==> config.mk <==
export PLATFORM = sky130hd
export DESIGN_NAME = ucsbece154b_perf_counters
export DESIGN_NICKNAME = d
export VERILOG_FILES = /design/src/rtl/ucsbece154b_perf_counters.sv
export SDC_FILE = /design/constraint.sdc
export NUM_CORES = 1
export LEC_CHECK = 0
export CORE_MARGIN = 1
export CORE_UTILIZATION = 60
export CTS_CLUSTER_SIZE = 14
export DETAILED_ROUTE_END_ITERATION = 6
export PLACE_DENSITY = 0.78
export SLEW_MARGIN = 10
export SYNTH_ARGS = -nofsm -noshare
export SYNTH_HDL_FRONTEND = slang
export SYNTH_SLANG_ARGS = --single-unit
==> constraint.sdc <==
create_clock -name clk -period 9 [get_ports clk]
set_clock_uncertainty 0.1 [all_clocks]
set_input_delay 1.8 -clock clk [delete_from_list [all_inputs] [get_ports clk]]
set_output_delay 1.8 -clock clk [all_outputs]
set_load 0.01 [all_outputs]
==> src/rtl/ucsbece154b_perf_counters.sv <==
// Retire-stage performance counter bank: cycles, retired, branches, correct branches, jumps, correct jumps.
// Define PERF_COUNTERS_SATURATE_EN to make counters saturate instead of wrapping.
module ucsbece154b_perf_counters #(
  parameter int LANES = 2,
  parameter int CNT_W = 32
) (
  input  logic             clk,
  input  logic             reset,
  input  logic             en_i,
  input  logic             clear_i,
  input  logic [LANES-1:0] retire_valid_i,
  input  logic [LANES-1:0] retire_branch_i,
  input  logic [LANES-1:0] retire_jump_i,
  input  logic [LANES-1:0] retire_mispred_i,
  input  logic             rd_en_i,
  input  logic [2:0]       rd_sel_i,
  output logic [CNT_W-1:0] rd_data_o,
  output logic             rd_valid_o,
  output logic [5:0]       ovf_o
);

  localparam int NCNT = 6;
  localparam int PC_W = 4;

  logic [CNT_W-1:0] cnt_q [NCNT];
  logic [CNT_W-1:0] cnt_d [NCNT];
  logic [NCNT-1:0]  ovf_q, ovf_d;
  logic [CNT_W-1:0] rd_data_q, rd_data_d;
  logic             rd_valid_q, rd_valid_d;

  logic [LANES-1:0] q_ret, q_br, q_jp, q_brc, q_jpc;
  logic [PC_W-1:0]  pc  [NCNT];
  logic [CNT_W-1:0] inc [NCNT];
  logic [CNT_W:0]   sum [NCNT];

  // A lane flagged as both branch and jump counts as a jump only.
  assign q_ret = retire_valid_i;
  assign q_br  = retire_valid_i & retire_branch_i & ~retire_jump_i;
  assign q_jp  = retire_valid_i & retire_jump_i;
  assign q_brc = q_br & ~retire_mispred_i;
  assign q_jpc = q_jp & ~retire_mispred_i;

  always_comb begin
    for (int i = 0; i < NCNT; i++) begin
      pc[i] = '0;
    end
    pc[0] = PC_W'(1);
    for (int k = 0; k < LANES; k++) begin
      pc[1] = pc[1] + PC_W'(q_ret[k]);
      pc[2] = pc[2] + PC_W'(q_br[k]);
      pc[3] = pc[3] + PC_W'(q_brc[k]);
      pc[4] = pc[4] + PC_W'(q_jp[k]);
      pc[5] = pc[5] + PC_W'(q_jpc[k]);
    end
    for (int i = 0; i < NCNT; i++) begin
      inc[i] = CNT_W'(pc[i]);
    end
  end

  always_comb begin
    ovf_d = ovf_q;
    for (int i = 0; i < NCNT; i++) begin
      sum[i]   = {1'b0, cnt_q[i]} + {1'b0, inc[i]};
      cnt_d[i] = cnt_q[i];
    end
    if (clear_i) begin
      ovf_d = '0;
      for (int i = 0; i < NCNT; i++) begin
        cnt_d[i] = '0;
      end
    end else if (en_i) begin
      for (int i = 0; i < NCNT; i++) begin
        ovf_d[i] = ovf_q[i] | sum[i][CNT_W];
`ifdef PERF_COUNTERS_SATURATE_EN
        cnt_d[i] = sum[i][CNT_W] ? {CNT_W{1'b1}} : sum[i][CNT_W-1:0];
`else
        cnt_d[i] = sum[i][CNT_W-1:0];
`endif
      end
    end
  end

  // Read returns the value held before this edge's update or clear.
  always_comb begin
    rd_valid_d = rd_en_i;
    rd_data_d  = rd_data_q;
    if (rd_en_i) begin
      case (rd_sel_i)
        3'd0:    rd_data_d = cnt_q[0];
        3'd1:    rd_data_d = cnt_q[1];
        3'd2:    rd_data_d = cnt_q[2];
        3'd3:    rd_data_d = cnt_q[3];
        3'd4:    rd_data_d = cnt_q[4];
        3'd5:    rd_data_d = cnt_q[5];
        default: rd_data_d = '0;
      endcase
    end
  end

  always_ff @(posedge clk or posedge reset) begin
    if (reset) begin
      for (int i = 0; i < NCNT; i++) begin
        cnt_q[i] <= '0;
      end
      ovf_q      <= '0;
      rd_data_q  <= '0;
      rd_valid_q <= 1'b0;
    end else begin
      for (int i = 0; i < NCNT; i++) begin
        cnt_q[i] <= cnt_d[i];
      end
      ovf_q      <= ovf_d;
      rd_data_q  <= rd_data_d;
      rd_valid_q <= rd_valid_d;
    end
  end

  assign rd_data_o  = rd_data_q;
  assign rd_valid_o = rd_valid_q;
  assign ovf_o      = ovf_q;

endmodule
# --- After elaboration in Yosys (flattened, before gate mapping) ---
# Cells that the tools add are included.
word_totals:
  regBits: 231
  in_bits: 16
  out_inout_bits: 39
  word_cells: 45
op_classes:
  reduce_logical: 2
  add_sub_neg: 11
  eq_ne: 5
  n_bitwise: 13
  muxes: 5
ops:
  columns: ["op", "count"]
  rows:
  - ["192-bit two-way mux", 2]
  - ["32-bit case mux with 6 select lines", 1]
  - ["32-bit by 2-bit adder with 33-bit output", 5]
  - ["32-bit by 1-bit adder with 33-bit output, second input constant", 1]
  - ["6-bit two-way mux", 2]
  - ["1-bit by 1-bit adder with 2-bit output", 5]
  - ["2-bit AND", 5]
  - ["3-bit by 2-bit equality test with 1-bit output, second input constant", 2]
  - ["3-bit equality test, second input constant", 2]
  - ["1-bit bitwise OR", 6]
  - ["2-bit NOT", 2]
  - ["3-bit by 1-bit equality test with 1-bit output, second input constant", 1]
  - ["3-bit zero test", 1]
  - ["2-bit nonzero test", 1]

# --- Depth between registers and ports, before layout ---
logic_depth:
  ltp_word: 8
  depth_mapped: 11
  mapped_depth_nobuf: 10

# --- Worst setup path before layout ---
# Ideal clock, no wire load.
synth_timing:
  path_kind: "input-to-reg"
  start: "input retire_jump_i[0]"
  end: "register cnt_q[84] in the netlist's numbering"
  path_buffers: 1
  stages: 9
  setup_ns: 0.132
  setup_slack_ns: 4.917
  arrival_ns: 3.851
  required_ns: 8.768
  cell_sequence: "or3_1 > fa_1 > inv_1 > ha_1 > o2111ai_1 > clkbuf_1 > nor4_1 > xnor2_1 > nor2_1"
synth_between:
  elab_chain_cells: 7
synth_lines:
  columns: ["item", "line_no", "text"]
  rows:
  - ["start, declared", "13", "input logic [LANES-1:0] retire_jump_i,"]
  - ["2-bit NOT", "38", "assign q_br = retire_valid_i & retire_branch_i & ~retire_jump_i;"]
  - ["2-bit AND", "38", null]
  - ["2-bit AND", "40", "assign q_brc = q_br & ~retire_mispred_i;"]
  - ["1-bit by 1-bit adder with 2-bit output", "51", "pc[3] = pc[3] + PC_W'(q_brc[k]);"]
  - ["32-bit by 2-bit adder with 33-bit output", "63", "sum[i] = {1'b0, cnt_q[i]} + {1'b0, inc[i]};"]
  - ["192-bit two-way mux", "71", "end else if (en_i) begin"]
  - ["192-bit two-way mux", "66", "if (clear_i) begin"]
  - ["end signal, assigned by index", "110", "cnt_q[i] <= cnt_d[i];"]
  - ["end, declared", "25", "logic [CNT_W-1:0] cnt_q [NCNT];"]
# No other way between the ends. The select of a mux whose other input is x is not followed.
# A chain may end at the register's enable or synchronous reset.

# --- Worst setup path in the final report ---
layout_timing:
  start: "input retire_valid_i[0]"
  end: "register cnt_q[88] in the netlist's numbering"
layout_between:
  elab_chain_cells: 7
layout_lines:
  columns: ["item", "line_no", "text"]
  rows:
  - ["start, declared", "11", "input logic [LANES-1:0] retire_valid_i,"]
  - ["2-bit AND (2 in series)", "38", null]
  - ["2-bit AND", "40", null]
  - ["1-bit by 1-bit adder with 2-bit output", "51", null]
  - ["32-bit by 2-bit adder with 33-bit output", "63", null]
  - ["192-bit two-way mux", "71", null]
  - ["192-bit two-way mux", "66", null]
# No other way between the ends. The select of a mux whose other input is x is not followed.

==> summary.txt <==
Critical R2R Capture - cnt_q[14]$_DFFE_PP0P_
final antenna diode count - 0
total via count after detailed routing - 10200
number of antenna-violating nets in the routed design - 0
number of nets in the layout - 1350
routed wire length - 32200 um
Slew Limit Fails - 0
Die Span Y - 147 um
DRT Pass-1 Iters - 5
tightest slew margin relative to the limit - 31.1%
number of buffer and inverter stages on the critical path - 3
largest family of logic cells by synthesized area - simple AND/OR/NAND/NOR gates
horizontal extent of the die - 147 um
global-route congestion overflow total - 0
H-Tree Level Count - 1
DP Area - 13400 um2
share of flip-flops with an asynchronous set or reset after synthesis - 100%
R2R depth - 10
placeable core area - 20400 um2
number of I/O pins - 55
CTS tree - done
deepest clock path buffer count - 3
quantity of I/O buffers inserted on ports - 54
final total power - 2.31 mW
synthesized flop and latch total - 231
classification of the worst setup path - in -> reg
proportion of total power due to net switching - 22.8%
per-instance average area after synthesis - 9.77 um2
Syn. warnings - 0
portion of total power attributed to sequential cells - 46.1%
Clock Sinks - 231
post-cts repair resize count - 0
CP cell instances - clkdlybuf4s50_1 > nand2_1 > or3_1 > fa_1 > inv_1 > ha_1 > o2111ai_1 > buf_4 > nor4_1 > xnor2_1 > nor2_1
maximum achievable frequency - 235 MHz
share of post-route cells with drive strength above 1 - 10.1%
final weighted congestion in routability-driven placement - 0.881
Distinct cells, synth - 53
final critical path time including I/O delays and setup - 4.25 ns
mean routed wirelength per cell - 20.0 um
wire length of the first global-routing pass - 52900 um
quantity of hold-fixing buffers added after cts - 0
filler-free cell count of the finished design - 1613
parity-gate share of the synthesized area counting xor and xnor cells - 11.6%
highest-count cells in the layout ignoring fill and taps - 246 x sky130_fd_sc_hd__nor2_1, 231 x sky130_fd_sc_hd__dfrtp_1, 129 x sky130_fd_sc_hd__xor2_1, 88 x sky130_fd_sc_hd__nand4_1, 72 x sky130_fd_sc_hd__nand3_1
slowest cell on the critical path - sky130_fd_sc_hd__clkdlybuf4s50_1
internal power - 1.78 mW
switching power total - 526 uW
post-detailed-route DRC marker count - 0
DRT iter0 DRCs - 819
root buffer selected by CTS - sky130_fd_sc_hd__clkbuf_16
most common cell after layout, fill and taps aside - sky130_fd_sc_hd__nor2_1
P_leak - 5.87 nW
critical path capture point type - register
worst-case vdd ir drop - 0.126 mV
data arrival time of the critical path - 4.55 ns
required arrival time at the worst endpoint - 9.30 ns
fillcell total - 1532
min-delay src - rd_data_o[0]$_DFFE_PP0P_
initial core utilization - 62.0%
fraction of the mapped netlist area in compound gates - 6.63%
antenna violations before repair - 1
count of endpoints failing hold in the final timing report - 0
combinational share of power - 5.9%
clock share of power - 48.0%
Synth Cell Area - 12700 um2
family with the most delay on the worst path - buffers and inverters
area fraction in and, or, nand and nor cells after synthesis - 23.6%
Clock transition at path regs - 0.06 ns
biggest cell delay along the critical path - 0.53 ns
aggregate negative setup slack - 0 ns
Endpoint, Worst Hold - rd_data_o[0]$_DFFE_PP0P_
vias in the first global route - 9750
Crit Reg-Reg Startpoint - cnt_q[0]$_DFFE_PP0P_
final number of setup-violating endpoints - 0
power density over cell area - 162 nW/um2
Post-CTS Setup Repair Bufs - 0
Die Area - 21700 um2
adder-cell share of the synthesized area - 1.38%
Post-DP HPWL - 21900 um
type of the worst min-delay path - reg -> reg
outcome - complete, no violations
synthesized instance count - 1296
main flop type after synthesis - sky130_fd_sc_hd__dfrtp_1
count of flip-flops with a built-in enable after synthesis - 0
syn nets - 1323
sequential-to-total area share from yosys stat - 45.7%
Cell Rows - 52
number of max-cap violations - 0
finished layout cell area - 14300 um2
CP Launch Type - input pin
global routing usage summed across all routing layers - 30.9%
largest net degree at the start of global routing - 142
hold depth - 1
unrepaired setup endpoints after global routing - false
biggest fanout along the worst timing path - 15
mux contribution to synthesized area - 8.26%
via/cell ratio - 6.31
area added between synthesis and finish - 12.8%
sequential cell area - 5780 um2
clock buffer count from CTS - 26
Clock Latency Late Sink - 0.53 ns
total area of multi-input combinational cells - 6540 um2
smallest hold slack - 0.376 ns
transition time of the tightest slew-check pin - 1.03 ns
Final Cycle Share - 47.3%
placed cells - 1565
setup slack of the worst register-to-register path - 6.41 ns
==> cell usage after synthesis, drive strengths merged, types with 9 or more instances <==
| cell type | instances | share of area (%) |
|---|---|---|
| o21ai | 12 | 0.47 |
| and4 | 15 | 1.0 |
| dfrtp | 231 | 46 |
| buf | 22 | 0.82 |
| nor3 | 22 | 1.0 |
| a22oi | 32 | 1.9 |
| a21oi | 44 | 1.7 |
| or3 | 12 | 0.60 |
| mux4 | 22 | 3.9 |
| mux2 | 32 | 2.8 |
| mux2i | 19 | 1.5 |
| and3 | 23 | 1.1 |
| nand4 | 88 | 4.3 |
| clkbuf | 46 | 1.4 |
| xnor2 | 39 | 2.7 |
| nor2 | 247 | 7.3 |
| and2 | 9 | 0.44 |
| nor4 | 27 | 1.7 |
| inv | 21 | 0.62 |
| nand2 | 65 | 1.9 |
| o21a | 10 | 0.59 |
| nand3 | 74 | 3.1 |
| xor2 | 129 | 8.9 |
| o221ai | 10 | 0.69 |
==> power by group through the flow <==
stage                     Combinational (mW)  Sequential [mW]  Clock (mW)
after floorplan                       0.0811             1.09           0
after global placement                 0.135             1.08           0
after detailed placement               0.138             1.08           0
after CTS                              0.138             1.06        1.11
after global routing                   0.151             1.07        1.16
final                                  0.136             1.06        1.11
==> flip-flops by register name, indices dropped and copies added (netlist names) <==
signal	count
rd_valid_o	1
cnt_q	192
ovf_o	6
rd_data_o	32
==> metrics by stage <==
| step | util [%] | setup WS (ns) |
|---|---|---|
| floorplan | - | 0.767 |
| global route | 69.9 | 4.64 |
| CTS | 69.9 | 4.78 |
| detailed placement | 65.4 | 4.23 |
| finish | 69.9 | 4.75 |
| global placement | 65.4 | 4.35 |
==> worst max-delay path by stage <==
| stage | cells past startpoint | endpoint | startpoint | slack (ns) |
|---|---|---|---|---|
| after floorplan | 1 | cnt_q[0]$_DFFE_PP0P_ | reset | 0.77 |
| after global placement | 12 | cnt_q[20]$_DFFE_PP0P_ | retire_valid_i[0] | 4.35 |
| after detailed placement | 11 | cnt_q[88]$_DFFE_PP0P_ | retire_valid_i[0] | 4.23 |
| after CTS | 11 | cnt_q[88]$_DFFE_PP0P_ | retire_valid_i[0] | 4.78 |
| after global routing | 9 | cnt_q[60]$_DFFE_PP0P_ | retire_valid_i[0] | 4.64 |
| final | 11 | cnt_q[88]$_DFFE_PP0P_ | retire_valid_i[0] | 4.75 |
==> logic make-up (layout without fill, tap and decap cells) <==
| family | Yosys count | in the layout |
|---|---|---|
| and+or+nand+nor | 597 | 597 |
| DFF | 231 | 231 |
| xor gates and xnor gates | 168 | 168 |
| buffers and inverters | 89 | 136 |
| muxes | 73 | 73 |
| adders and majority gates | 11 | 11 |
| AOI/OAI and AO/OA | 127 | 127 |
==> final cells by class <==
cell class / instances / area share (%)
Multi-Input combinational cell: 976 / 45.8
Sequential cell: 231 / 40.5
Clock buffer: 43 / 6.06
Timing Repair Buffer: 67 / 4.36
Tap cell: 270 / 2.37
Inverter: 21 / 0.605
Clock inverter: 5 / 0.351
==> per-layer routing <==
layer  share of wire, %  GRT usage, %  vias to the layer above
met5              0.047             0                        -
met4                2.4          9.07                        2
met3                7.6          4.97                       61
met2                 48          48.9                      416
met1                 42          43.9                     5032
li1                   -             -                     4667
No activity file was read; power rests on OpenSTA's default activity.
